--- src/rtl/alu_share_arbiter.sv ---
`default_nettype none
// ============================================================================
// Module   : alu_share_arbiter
// Brief    : Two-client valid/ready arbiter that sequences one shared ALU op.
// Revision : 1.0 - initial release
// ============================================================================
module alu_share_arbiter #(
    parameter int DATA_W = 16,
    parameter bit RR_EN  = 1'b1
) (
    input  logic              clk,
    input  logic              rst,
    input  logic              req0_valid,
    output logic              req0_ready,
    input  logic [DATA_W-1:0] req0_a,
    input  logic [DATA_W-1:0] req0_b,
    input  logic [2:0]        req0_op,
    input  logic              req1_valid,
    output logic              req1_ready,
    input  logic [DATA_W-1:0] req1_a,
    input  logic [DATA_W-1:0] req1_b,
    input  logic [2:0]        req1_op,
    output logic              rsp0_valid,
    input  logic              rsp0_ready,
    output logic              rsp1_valid,
    input  logic              rsp1_ready,
    output logic [DATA_W-1:0] rsp_result,
    output logic              rsp_zero,
    output logic              rsp_neg,
    output logic              rsp_err,
    output logic              busy,
    output logic [DATA_W-1:0] alu_in_a,
    output logic [DATA_W-1:0] alu_in_b,
    output logic [2:0]        alu_op_sel,
    input  logic [DATA_W-1:0] alu_result,
    input  logic              alu_zero,
    input  logic              alu_neg
);

    localparam logic [1:0] c_IDLE = 2'd0;
    localparam logic [1:0] c_EXEC = 2'd1;
    localparam logic [1:0] c_RESP = 2'd2;

    localparam logic [2:0] c_OP_ADD    = 3'b000;
    localparam logic [2:0] c_OP_XOR    = 3'b001;
    localparam logic [2:0] c_OP_SUB    = 3'b010;
    localparam logic [2:0] c_OP_PASS_B = 3'b111;

    logic [1:0]        r_state;
    logic              r_owner;
    logic              r_last_grant;
    logic [DATA_W-1:0] r_a;
    logic [DATA_W-1:0] r_b;
    logic [2:0]        r_op;
    logic [DATA_W-1:0] r_result;
    logic              r_zero;
    logic              r_neg;
    logic              r_err;

    logic              w_any_req;
    logic              w_grant_sel;
    logic              w_op_ok;
    logic              w_rsp_fire;
    logic              w_in_idle;
    logic              w_in_exec;
    logic              w_in_resp;

    assign w_in_idle = (r_state == c_IDLE);
    assign w_in_exec = (r_state == c_EXEC);
    assign w_in_resp = (r_state == c_RESP);
    assign w_any_req = req0_valid | req1_valid;

    // On contention the round-robin pick is whichever client did not win last.
    always_comb begin
        w_grant_sel = 1'b0;
        if (req0_valid && req1_valid) begin
            w_grant_sel = RR_EN ? ~r_last_grant : 1'b0;
        end else begin
            w_grant_sel = req1_valid;
        end
    end

    assign req0_ready = w_in_idle & w_any_req & ~w_grant_sel;
    assign req1_ready = w_in_idle & w_any_req &  w_grant_sel;

    assign w_op_ok = (r_op == c_OP_ADD) || (r_op == c_OP_XOR) ||
                     (r_op == c_OP_SUB) || (r_op == c_OP_PASS_B);

    // The ALU only ever sees registered operands during EXEC; otherwise a safe PASS_B of zero.
    assign alu_in_a   = w_in_exec ? r_a : '0;
    assign alu_in_b   = w_in_exec ? r_b : '0;
    assign alu_op_sel = (w_in_exec && w_op_ok) ? r_op : c_OP_PASS_B;

    assign rsp0_valid = w_in_resp & ~r_owner;
    assign rsp1_valid = w_in_resp &  r_owner;
    assign w_rsp_fire = w_in_resp & (r_owner ? rsp1_ready : rsp0_ready);

    assign rsp_result = r_result;
    assign rsp_zero   = r_zero;
    assign rsp_neg    = r_neg;
    assign rsp_err    = r_err;
    assign busy       = ~w_in_idle;

    always_ff @(posedge clk or posedge rst) begin
        if (rst) begin
            r_state      <= c_IDLE;
            r_owner      <= 1'b0;
            r_last_grant <= 1'b1;
            r_a          <= '0;
            r_b          <= '0;
            r_op         <= 3'b000;
            r_result     <= '0;
            r_zero       <= 1'b0;
            r_neg        <= 1'b0;
            r_err        <= 1'b0;
        end else begin
            case (r_state)
                c_IDLE: begin
                    if (w_any_req) begin
                        r_owner <= w_grant_sel;
                        r_a     <= w_grant_sel ? req1_a  : req0_a;
                        r_b     <= w_grant_sel ? req1_b  : req0_b;
                        r_op    <= w_grant_sel ? req1_op : req0_op;
                        r_state <= c_EXEC;
                    end
                end
                c_EXEC: begin
                    if (w_op_ok) begin
                        r_result <= alu_result;
                        r_zero   <= alu_zero;
                        r_neg    <= alu_neg;
                        r_err    <= 1'b0;
                    end else begin
                        r_result <= '0;
                        r_zero   <= 1'b0;
                        r_neg    <= 1'b0;
                        r_err    <= 1'b1;
                    end
                    r_state <= c_RESP;
                end
                c_RESP: begin
                    if (w_rsp_fire) begin
                        r_last_grant <= r_owner;
                        r_state      <= c_IDLE;
                    end
                end
                default: begin
                    r_state <= c_IDLE;
                end
            endcase
        end
    end

endmodule
`default_nettype wire
--- config.mk ---
export PLATFORM = sky130hd
export DESIGN_NAME = alu_share_arbiter
export DESIGN_NICKNAME = d
export VERILOG_FILES = /design/src/rtl/alu_share_arbiter.sv
export SDC_FILE = /design/constraint.sdc
export NUM_CORES = 1
export LEC_CHECK = 0
export BUFFER_PORTS_ARGS = -buffer_cell sky130_fd_sc_hd__buf_2
export CORE_UTILIZATION = 48
export DETAILED_ROUTE_END_ITERATION = 8
export PLACE_DENSITY = 0.91
export SETUP_SLACK_MARGIN = 0.3
export SKIP_CTS_REPAIR_TIMING = 1
export SYNTH_ARGS = -nofsm -noshare
export SYNTH_HDL_FRONTEND = slang
export SYNTH_SLANG_ARGS = --single-unit
--- constraint.sdc ---
create_clock -name clk -period 4.2 [get_ports clk]
set_input_delay 0.63 -clock clk [delete_from_list [all_inputs] [get_ports clk]]
set_output_delay 0.63 -clock clk [all_outputs]
set_load 0.03 [all_outputs]
Word level (Yosys, flattened, before mapping)
Index checks and enable logic that the tools add are counted.
{ "word_totals": {"ff_bits": 58, "input_bits": 94, "output_inout_bits": 59, "word_cells": 53} }
{ "classes": {"n_eq_ne": 7, "muxes": 15, "bitwise": 11, "n_reduce_logical": 10} }
{ "ops": {"columns": ["operator", "n"], "rows": [
  ["2-to-1 mux 16 bit", 5],
  ["bitwise AND 1 bit", 6],
  ["2-to-1 mux 3 bit", 2],
  ["case mux 2 bit (3 select lines)", 1],
  ["AND reduction 2 bit", 3],
  ["2-to-1 mux 1 bit", 5],
  ["2-to-1 mux 2 bit", 2],
  ["!= test 2 bit, second input constant", 2],
  ["inverter 1 bit", 4],
  ["== test 3 x 1 -> 1 bit, second input constant", 1],
  ["== test 3 x 2 -> 1 bit, second input constant", 1],
  ["== test 3 bit, second input constant", 1],
  ["logical NOT 3 bit", 1],
  ["logical OR 1 bit", 3],
  ["== test 2 x 1 -> 1 bit, second input constant", 1],
  ["== test 2 bit, second input constant", 1],
  ["logical AND 1 bit", 2],
  ["logical NOT 2 bit", 1],
  ["bitwise OR 1 bit", 1]
]} }

Longest topological paths before layout
{ "depth": {"depth_word": 6, "mapped_depth": 6, "depth_no_buf": 4} }

Least setup slack after synthesis
Ideal clock, no wire load.
{ "synth_timing": {"kind": "register to output", "start": "register r_state[1]", "end": "output port alu_op_sel[1]", "t_arrival_ns": 1.296, "t_required_ns": 3.570, "slack_ns": 2.274, "stages_incl_launch_ff": 4, "n_path_buf": 1, "cell_sequence": "dfrtp_1 -> or2b_1 -> clkbuf_1 -> or3_1"} }
{ "synth_between": {"elab_chain_cells": 3} }
{ "synth_rtl": {"columns": ["item", "line_no", "source"], "rows": [
  ["start, declared", "49", "logic [1:0] r_state;"],
  ["start signal, assigned", "106", "r_state <= c_IDLE;"],
  ["start signal, assigned", "139", "r_state <= c_RESP;"],
  ["start signal, assigned", "144", "r_state <= c_IDLE;"],
  ["== test 2 x 1 -> 1 bit", "69", "assign w_in_exec = (r_state == c_EXEC);"],
  ["logical AND 1 bit", "92", "assign alu_op_sel = (w_in_exec && w_op_ok) ? r_op : c_OP_PASS_B;"],
  ["2-to-1 mux 3 bit", "92", null],
  ["end, declared", "34", "output logic [2:0] alu_op_sel,"]
]} }
Every way passes these cells.

Worst setup path in the final report
{ "layout_timing": {"start": "register r_state[0]", "end": "output port alu_in_b[0]"} }
{ "layout_between": {"elab_chain_cells": 2} }
{ "layout_rtl": {"columns": ["item", "line_no", "source"], "rows": [
  ["== test 2 x 1 -> 1 bit", "69", null],
  ["2-to-1 mux 16 bit", "91", "assign alu_in_b = w_in_exec ? r_b : '0;"],
  ["end, declared", "33", "output logic [DATA_W-1:0] alu_in_b,"]
]} }
Every way passes these cells.

==> flow_summary.toml <==
[clock_network]
cts_tree = "done"
cts.htree.levels = 3
cts-root-buf = "clkbuf_8"
cts_buffers = 9
cts.clk_slew.worst_paths_ns = 0.06
cts_sinks = 58
clock_latency_ns = 0.32
clk_path_buf_depth = 2

[routing]
viasPerCell = 5.44
wl_per_cell_um = 15.9
dr.pass1.iters = 4
dr_total_vias = 2458
drt_first_iter_violations = 121
route.antenna.remaining_nets = 0
drc = 0
wirelength_um = 7180

[power]
switching_share = 0.421
power.share.clock = 0.173
p_int_mw = 1.71
power_mw = 2.95
combPwrFrac = 0.500
pwr-share-seq = 0.327
p_sw_mw = 1.24
peakVddDrop_mv = 0.423
power_density_mw_per_mm2 = 800
p_leak_nw = 1.95

[synth]
synth_flop_cell = "dfrtp_1"
async_reset_ff_frac = 1.00
synth-seq-cells = 58
synth.most_common_cell = "dfrtp_1"
ys_warn_count = 0
synth_fp_nets = 324
synth_area_per_cell_um2 = 12.0
seq_area_frac_synth = 0.526
synth_area_leader_cell = "dfrtp_1"
synthTopCellsByCount = "dfrtp_1, a221o_1, o21a_1"
synth_top_area_share = 0.516
synthesis.area_mm2 = 0.00276
synth.distinct_cells = 27
synth_edf_count = 0
synth.area.top_cells = "dfrtp_1, a221o_1, o21a_1"
synth_cells = 230

[grt]
antenna_found_initial = 0
grt_max_degree = 59
grt_overflow = 0
grt_pass1_wl_um = 11500
grt_pass1_vias = 2452
grtUsageTotal = 0.249

[layout]
areaGrowthSynthToFinish_pct = 33.4
stdcell_count = 452
utilization = 0.665
drive_gt1_frac = 0.466
fin_nets = 469
diodes = 0

[floorplanning]
die_h_um = 77.9
rows = 27
fp.dieW_um = 77.9
io-pin-count = 153
fp.dieArea_mm2 = 0.00606
start_util = 0.499
core_area_mm2 = 0.00554

[worst_hold_path]
hold_path_class = "input port to asynchronous set/reset pin"

[setup_path]
worstPathCellList = "nor2b_2 -> and2_1 -> buf_2"
arrival_ns = 2.08
startpoint_type = "flip-flop"
crit_family = "simple AND/OR/NAND/NOR gates"
worst-path-max-fanout = 33
max_stage_delay_ns = 0.90
worstSetupPathType = "flip-flop to primary output"
r2r_setup_slack_ns = 2.51
crit_cells = 3
worst_r2r_startpoint = "r_state[0]"
cp.required_ns = 3.57
slowest_stage = "nor2b_2"
rr_endpoint = "rsp_result[7]"
reg2reg_depth = 4
cp-end-kind = "primary output"
crit_buf_inv = 1

[sta]
slew_headroom = 0.261
final_hold_viol_count = 0
rsz0062_at_grt = "false"
finalClockSkew_ns = 0.00483
holdWs_ns = 0.489
fmax_mhz = 369
setup_viol = 0
tns_ns = 0
fin_crit_sh = 0.646
final.min_clock_period_ns = 2.71
tightest_slew_ns = 1.10
slew_violations = 0

[run]
cap_viol_max_count = 0

[placed_design]
place_hpwl_um = 4800
dpl.cell_count = 436
port_buffers = 152
place_congestion = 0.740

[status]
status = "complete, no violations"
==> tightest hold or removal path, cell delays in order <==
cell   delay [ns]
buf_2        0.10
inv_2        0.03
buf_4        0.54
==> metal layers <==
| layer | vias up | global-route usage | share of wire |
|---|---|---|---|
| li1 | 1156 | - | - |
| met1 | 1164 | 0.300 | 0.43 |
| met2 | 120 | 0.414 | 0.48 |
| met3 | 18 | 0.0576 | 0.069 |
| met4 | 0 | 0.132 | 0.024 |
| met5 | - | 0 | 0 |
==> cells in the final DEF, fill, tap and decap left out, types with 2 or more instances in the layout <==
cell type and n:
nand2_1 2, clkbuf_8 11, buf_4 4, or3_1 2
inv_2 2, dfrtp_1 57, nor2_2 2, and2_1 33
a21o_1 2, nand2b_1 3, o21ai_0 2, clkbuf_1 3
o21a_1 35, a22o_1 19, nor2_1 4, or2b_1 2
buf_2 152, a221o_1 35
==> sequential cells by signal, summed over array words and instances (netlist names) <==
register	cells
r_owner	1
r_a	16
r_state	2
rsp_zero	1
rsp_err	1
rsp_neg	1
rsp_result	16
r_op	3
r_last_grant	1
r_b	16
==> per-stage QoR <==
stage          cell area, µm²  worst slack [ns]
2_1_floorplan            2760              2.14
3_3_place_gp             3490              1.89
3_5_place_dp             3490              1.82
4_1_cts                  3690              1.47
5_1_grt                  3690              1.33
6_report                 3690              1.49
==> area by class of cell <==
| class | count | area [µm²] |
|---|---|---|
| Fill cell | 449 | 1850 |
| Sequential cell | 58 | 1450 |
| Timing Repair Buffer | 156 | 791 |
| Multi-Input combinational cell | 148 | 1150 |
| Tap cell | 72 | 90.1 |
| Clock inverter | 2 | 35.0 |
| Inverter | 2 | 7.51 |
| Clock buffer | 14 | 163 |
==> power groups by stage <==
stage          registers (mW)  logic, mW  clock network (mW)
2_1_floorplan            1.07       1.05                   0
3_3_place_gp            0.955       1.44                   0
3_5_place_dp            0.969       1.48                   0
4_1_cts                 0.962       1.49               0.521
5_1_grt                 0.995       1.58               0.554
6_report                0.965       1.47               0.511
==> logic make-up after synthesis <==
logic type      after synthesis  share of synthesized area
compound gates               94                      0.293
flops                        58                      0.526
mux                           1                    0.00408
buf+inv                      24                     0.0598
simple gates                 53                      0.117
==> how the worst max path moves through the flow <==
stage	start	end	slack [ns]
6_report	r_state[0]	alu_in_b[0]	1.49
5_1_grt	r_state[0]	alu_in_a[6]	1.33
4_1_cts	r_state[0]	alu_in_b[0]	1.47
3_5_place_dp	r_state[0]	alu_in_b[0]	1.82
3_3_place_gp	r_state[0]	alu_in_b[4]	1.89
2_1_floorplan	rst	r_a[0]	2.14
Power figures use the tool's default switching activity.
